===== config.mk =====
export PLATFORM = sky130hd
export DESIGN_NAME = tx_vc_scheduler
export DESIGN_NICKNAME = d
export VERILOG_FILES = /design/src/rtl/tx_vc_scheduler.sv
export SDC_FILE = /design/constraint.sdc
export NUM_CORES = 1
export LEC_CHECK = 0
export ABC_AREA = 1
export CORE_MARGIN = 2
export CORE_UTILIZATION = 35
export DETAILED_ROUTE_END_ITERATION = 8
export PLACE_DENSITY_LB_ADDON = 0.12
export SETUP_SLACK_MARGIN = 0.02
export SLEW_MARGIN = 20
export SYNTH_ARGS = -nofsm -noshare
export SYNTH_HDL_FRONTEND = slang
export SYNTH_SLANG_ARGS = --single-unit

===== constraint.sdc =====
create_clock -name clk -period 2.1 [get_ports clk]
set_input_delay 0.21 -clock clk [delete_from_list [all_inputs] [get_ports clk]]
set_output_delay 0.21 -clock clk [all_outputs]
set_load 0.02 [all_outputs]

===== src/rtl/tx_vc_scheduler.sv =====
// tx_vc_scheduler: bring-up sequencing, round-robin drain of four source
// FIFOs and MSB-based routing into four destination FIFOs.
//
// state   | meaning
// RESET   | post-reset, waiting for init
// INIT    | init held: thresholds latched, pointer and error cleared
// IDLE    | configured, nothing popped or in flight
// ACTIVE  | popping sources and/or words still in the two-stage pipeline
module tx_vc_scheduler #(
    parameter int DATA_WIDTH = 6
) (
    input  logic                    clk,
    input  logic                    reset,
    input  logic                    init,
    input  logic [3:0]              umbral_src_in,
    input  logic [3:0]              umbral_dst_in,
    input  logic [3:0]              src_empty,
    input  logic [4*DATA_WIDTH-1:0] src_data,
    input  logic [3:0]              dst_almost_full,
    input  logic [3:0]              dst_full,
    output logic [3:0]              src_pop,
    output logic [3:0]              dst_push,
    output logic [DATA_WIDTH-1:0]   dst_data,
    output logic [3:0]              umbral_src,
    output logic [3:0]              umbral_dst,
    output logic [1:0]              state,
    output logic                    idle_out,
    output logic                    error_out
);

    typedef enum logic [1:0] {
        ST_RESET  = 2'd0,
        ST_INIT   = 2'd1,
        ST_IDLE   = 2'd2,
        ST_ACTIVE = 2'd3
    } state_t;

    state_t                state_q, state_d;
    logic [1:0]            rr_q, rr_d;
    logic [3:0]            src_pop_q, src_pop_d;
    logic [1:0]            pop_idx_q, pop_idx_d;
    logic                  s1_valid_q, s1_valid_d;
    logic [1:0]            s1_idx_q, s1_idx_d;
    logic [3:0]            dst_push_q, dst_push_d;
    logic [DATA_WIDTH-1:0] dst_data_q, dst_data_d;
    logic [3:0]            umbral_src_q, umbral_src_d;
    logic [3:0]            umbral_dst_q, umbral_dst_d;
    logic                  error_q, error_d;
    logic                  idle_q, idle_d;

    logic                  run_ok;
    logic [3:0]            eligible;
    logic                  grant_valid;
    logic [1:0]            grant_idx;
    logic [1:0]            cand;
    logic [DATA_WIDTH-1:0] s1_word;
    logic [1:0]            s1_dest;
    logic                  drop;

    // Round-robin arbiter; a source granted last cycle is masked because its
    // empty flag has not yet reflected that pop.
    always_comb begin
        run_ok      = ((state_q == ST_IDLE) || (state_q == ST_ACTIVE)) && !init
                      && (dst_almost_full == 4'b0000);
        eligible    = run_ok ? (~src_empty & ~src_pop_q) : 4'b0000;
        grant_valid = 1'b0;
        grant_idx   = rr_q;
        cand        = rr_q;
        for (int i = 1; i <= 4; i++) begin
            cand = rr_q + 2'(i);
            if (!grant_valid && eligible[cand]) begin
                grant_valid = 1'b1;
                grant_idx   = cand;
            end
        end
    end

    // Pop/capture pipeline: pop at t, source data valid after t+1, push at t+2.
    always_comb begin
        s1_word = '0;
        for (int k = 0; k < 4; k++) begin
            if (s1_idx_q == 2'(k)) begin
                s1_word = src_data[k*DATA_WIDTH +: DATA_WIDTH];
            end
        end
        s1_dest    = s1_word[DATA_WIDTH-1 -: 2];
        drop       = s1_valid_q && dst_full[s1_dest];
        dst_push_d = (s1_valid_q && !drop) ? (4'b0001 << s1_dest) : 4'b0000;
        dst_data_d = s1_valid_q ? s1_word : dst_data_q;
        s1_valid_d = (src_pop_q != 4'b0000);
        s1_idx_d   = pop_idx_q;
        src_pop_d  = grant_valid ? (4'b0001 << grant_idx) : 4'b0000;
        pop_idx_d  = grant_valid ? grant_idx : pop_idx_q;
    end

    // Bring-up FSM next state plus configuration, pointer and error updates.
    always_comb begin
        state_d      = state_q;
        rr_d         = grant_valid ? grant_idx : rr_q;
        umbral_src_d = umbral_src_q;
        umbral_dst_d = umbral_dst_q;
        error_d      = error_q;
        case (state_q)
            ST_RESET: begin
                if (init) state_d = ST_INIT;
            end
            ST_INIT: begin
                umbral_src_d = umbral_src_in;
                umbral_dst_d = (umbral_dst_in < 4'd2) ? 4'd2 : umbral_dst_in;
                rr_d         = 2'd3;
                error_d      = 1'b0;
                if (!init) state_d = ST_IDLE;
            end
            ST_IDLE: begin
                if (init)             state_d = ST_INIT;
                else if (grant_valid) state_d = ST_ACTIVE;
            end
            ST_ACTIVE: begin
                if (init) begin
                    state_d = ST_INIT;
                end else if (!grant_valid && (src_pop_q == 4'b0000) && !s1_valid_q) begin
                    state_d = ST_IDLE;
                end
            end
            default: state_d = ST_RESET;
        endcase
        // A drop that lands during INIT is still reported.
        if (drop) error_d = 1'b1;
        idle_d = (state_d == ST_IDLE);
    end

    // State and output registers; reset discards any in-flight word.
    always_ff @(posedge clk) begin
        if (reset) begin
            state_q      <= ST_RESET;
            rr_q         <= 2'd3;
            src_pop_q    <= 4'b0000;
            pop_idx_q    <= 2'd0;
            s1_valid_q   <= 1'b0;
            s1_idx_q     <= 2'd0;
            dst_push_q   <= 4'b0000;
            dst_data_q   <= '0;
            umbral_src_q <= 4'd0;
            umbral_dst_q <= 4'd0;
            error_q      <= 1'b0;
            idle_q       <= 1'b0;
        end else begin
            state_q      <= state_d;
            rr_q         <= rr_d;
            src_pop_q    <= src_pop_d;
            pop_idx_q    <= pop_idx_d;
            s1_valid_q   <= s1_valid_d;
            s1_idx_q     <= s1_idx_d;
            dst_push_q   <= dst_push_d;
            dst_data_q   <= dst_data_d;
            umbral_src_q <= umbral_src_d;
            umbral_dst_q <= umbral_dst_d;
            error_q      <= error_d;
            idle_q       <= idle_d;
        end
    end

    assign src_pop    = src_pop_q;
    assign dst_push   = dst_push_q;
    assign dst_data   = dst_data_q;
    assign umbral_src = umbral_src_q;
    assign umbral_dst = umbral_dst_q;
    assign state      = state_q;
    assign idle_out   = idle_q;
    assign error_out  = error_q;

endmodule


==> results of run 1 <==
-- registers in the layout, summed over array words and instances, names as in the netlist, 2 cells and up --
| name | flops |
|---|---|
| dst_data | 6 |
| dst_push | 4 |
| src_pop | 4 |
| umbral_dst | 4 |
| umbral_src | 4 |
| pop_idx_q | 2 |
| rr_q | 2 |
| s1_idx_q | 2 |
| state | 2 |
-- critical path: stages (launching register included) --
cell,delay [ns]
dfxtp_1,0.55
xnor2_2,0.20
inv_2,0.11
o21ai_2,0.26
nand2_4,0.09
nor2_4,0.11
inv_2,0.05
nand2_1,0.11
nand2_1,0.08
nand3_2,0.08
nand2_1,0.06
-- synthesized netlist by cell type --
library cell	number
buf_6	1
nor2_2	1
dfxtp_1	33
nand3_1	17
o22ai_1	1
xor2_1	1
nand2_4	1
inv_1	15
inv_2	8
a22o_1	5
nand2_1	48
o21ai_2	2
nand2_2	2
clkbuf_1	3
o21ai_0	20
xnor2_2	1
a31oi_1	5
nor2_4	2
a21oi_1	7
nor2_1	41
nand3_2	3
o21a_1	1
nand4_1	3
nor4_1	1
a211oi_1	1
-- cells by family after synthesis --
group,count (synthesis),synth area share
xor+xnor,2,0.01594
simple gates,119,0.3355
flops,33,0.4207
compound gates,42,0.1586
buf+inv,27,0.06932
-- per-layer routing --
layer | routed length, um | share of wire | up-vias
met1 | 1880 | 0.47 | 714
met5 | 0 | 0 | -
met2 | 1835 | 0.46 | 35
met4 | 50 | 0.013 | 0
met3 | 213 | 0.054 | 5
li1 | - | - | 886
-- cell type report --
cell class / count / area, um^2
clock inverters: 1 / 30.03
fillers: 434 / 1859
multi-input cells: 163 / 800.8
flip-flops and latches: 33 / 660.6
inverters: 23 / 86.33
clock buffers: 7 / 86.33
well taps: 52 / 65.06
repair buffers: 74 / 735.7
-- placed cells by master, fill, tap and decap left out --
cell and n:
o21a_1 1, nor2_4 2, bufinv_16 1, xnor2_2 1
o21ai_0 20, clkbuf_8 6, o22ai_1 1, nor2_2 1
nand2_1 48, nand3_1 17, nand3_2 3, clkbuf_1 1
nor4_1 1, nor2_1 41, a22o_1 5, inv_2 8
buf_4 2, xor2_1 1, a31oi_1 5, nand4_1 3
nand2_4 1, clkdlybuf4s50_1 72, inv_1 15, o21ai_2 2
dfxtp_1 33, a211oi_1 1, a21oi_1 7, nand2_2 2
-- power by group through the flow --
stage                     Combinational (mW)  Sequential, mW  Clock, mW
final                                  0.784           0.764      0.603
after global routing                   0.877           0.775      0.643
after CTS                              0.791           0.765      0.616
after detailed placement               0.786           0.777          0
after global placement                 0.780           0.778          0
after floorplan                        0.485           0.807          0
-- how the worst min path moves through the flow --
stage            startpoint     endpoint  cells past startpoint
2_1_floorplan         reset  s1_idx_q[0]                      1
3_3_place_gp   pop_idx_q[0]  s1_idx_q[0]                      2
3_5_place_dp   pop_idx_q[1]  s1_idx_q[1]                      2
4_1_cts        pop_idx_q[1]  s1_idx_q[1]                      2
5_1_grt        pop_idx_q[1]  s1_idx_q[1]                      2
6_report       pop_idx_q[1]  s1_idx_q[1]                      2
==> metrics.md, run 1 <==
| Metric | Value |
|---|---|
| Met2 Usage GRT | `0.2804` |
| Comb pwr share | `0.365` |
| Setup Viol. Count Final | `0` |
| CP endpoint kind | `flop` |
| Ranking of synthesized cells by area | `dfxtp_1 42%, nand2_1 11%, nor2_1 9.8%, o21ai_0 6.4%, nand3_1 5.4%` |
| Critical path launch point type | `flop` |
| Hold Crit Class | `flop to flop` |
| Vias/cell | `4.646` |
| Number of global-route vias before repair | `1604` |
| First-pass GRT wire length | `6996 um` |
| Critical Path AT | `1.98 ns` |
| HPWL after detailed placement | `3208 um` |
| RD Place Congestion | `0.7500` |
| Initial antenna violation count | `0` |
| Cell Area, Synth | `0.001570 mm^2` |
| Met1 Resource Use GR | `0.2181` |
| Reg-to-Reg End | `pop_idx_q[1]` |
| Total Nets Final | `347` |
| DP Area | `0.002349 mm^2` |
| Routed WL | `3980 um` |
| CTS Buffer Depth | `2` |
| Relative slew slack | `0.6915` |
| Reg-to-Reg Start | `rr_q[0]` |
| Largest net degree at the start of global routing | `20` |
| Dpl ws | `0.05292 ns` |
| Post CTS Setup Buffer Count | `0` |
| PwrDens | `872.8 mW/mm^2` |
| CTS sink cnt | `33` |
| Final ANT Viol Nets | `0` |
| Slew Limit Fails | `0` |
| # resized after CTS | `0` |
| Yosys cell types | `25` |
| Post-synthesis sequential area ratio | `0.4207` |
| Placed instance count | `345` |
| Status | `complete, no violations` |
| Synthesized flop and latch total | `33` |
| Setup WS post-layout | `0.2938 ns` |
| Wire length per cell | `11.27 um` |
| Die Span Y | `70.98 um` |
| All-Layer GR Usage | `0.1708` |
| Post-layout util | `0.5700` |
| WHS | `0.4266 ns` |
| I/O pins | `73` |
| Cell count after synthesis | `223` |
| FMAX | `553.7 MHz` |
| CTS tree | `built` |
| Clock power share | `0.280` |
| Sequential group share of total power | `0.355` |
| Die Span X | `70.98 um` |
| Critical Path Fanout Max | `9` |
| CP Launch Point | `rr_q[0]` |
| Share of cells above drive strength 1 | `0.09635` |
| Sw Share | `0.3402` |
| # hold bufs at CTS | `0` |
| TNS Setup | `0 ns` |
| Syn. warnings | `0` |
| Core Area | `0.004324 mm^2` |
| Max_cap viols | `0` |
| Yosys top cell area share | `0.4207` |
| Worst R2R Setup Slack | `0.29 ns` |
| P_sw | `0.7318 mW` |
| FP Rows | `24` |
| Total die area | `0.005038 mm^2` |
| Lkg Pwr | `1.036 nW` |
| Gr ovfl total | `0` |
| Crit path to | `pop_idx_q[1]` |
| VDD IR max | `0.6580 mV` |
| Worst-Margin Slew | `0.4621 ns` |
| Synth Net Count | `270` |
| Post-route cell area | `0.002465 mm^2` |
| Final Critical Period | `1.806 ns` |
| Drt pass-1 iters | `4` |
| GRT busiest layer | `met2` |
| Int Power | `1.420 mW` |
| Overall Power | `2.151 mW` |
| Cts bufs inserted | `5` |
| Final period utilization | `0.8601` |
| Worst-path clk slew | `0.06 ns` |
| Fin. Hold Viols | `0` |
| Initial Util | `0.3631` |
| Worst reg2reg path depth | `10` |
| Fin Clk Skew | `0.003216 ns` |
| DR vias | `1640` |
| Drt drc | `0` |
| Post-Layout Cell Count | `353` |
| Iteration-0 DRC Markers | `70` |
| Worst EP required | `2.27 ns` |
| RSZ-0062 raised after global routing | `false` |
| Htree depth | `2` |
| Mean Syn Cell Area | `7.042 um^2` |
| Setup CP Type | `flop to flop` |
| Diode count | `0` |
| IO Port Bufs | `72` |
| Clock Tree Root | `clkbuf_8` |
| Post-synth top area cell | `dfxtp_1` |
| Area grow syn2layout | `56.97%` |
| M3 GR Usage | `0.04986` |
| Skew-Pair Late Insertion Delay | `0.28 ns` |
No activity file was read; power rests on OpenSTA's default activity.
==> run 2: changes to the inputs <==
SKIP_LAST_GASP = 1   (was unset)
==> results of run 2 <==
No change in the layout: final DEF, timing and power equal those of run 1.
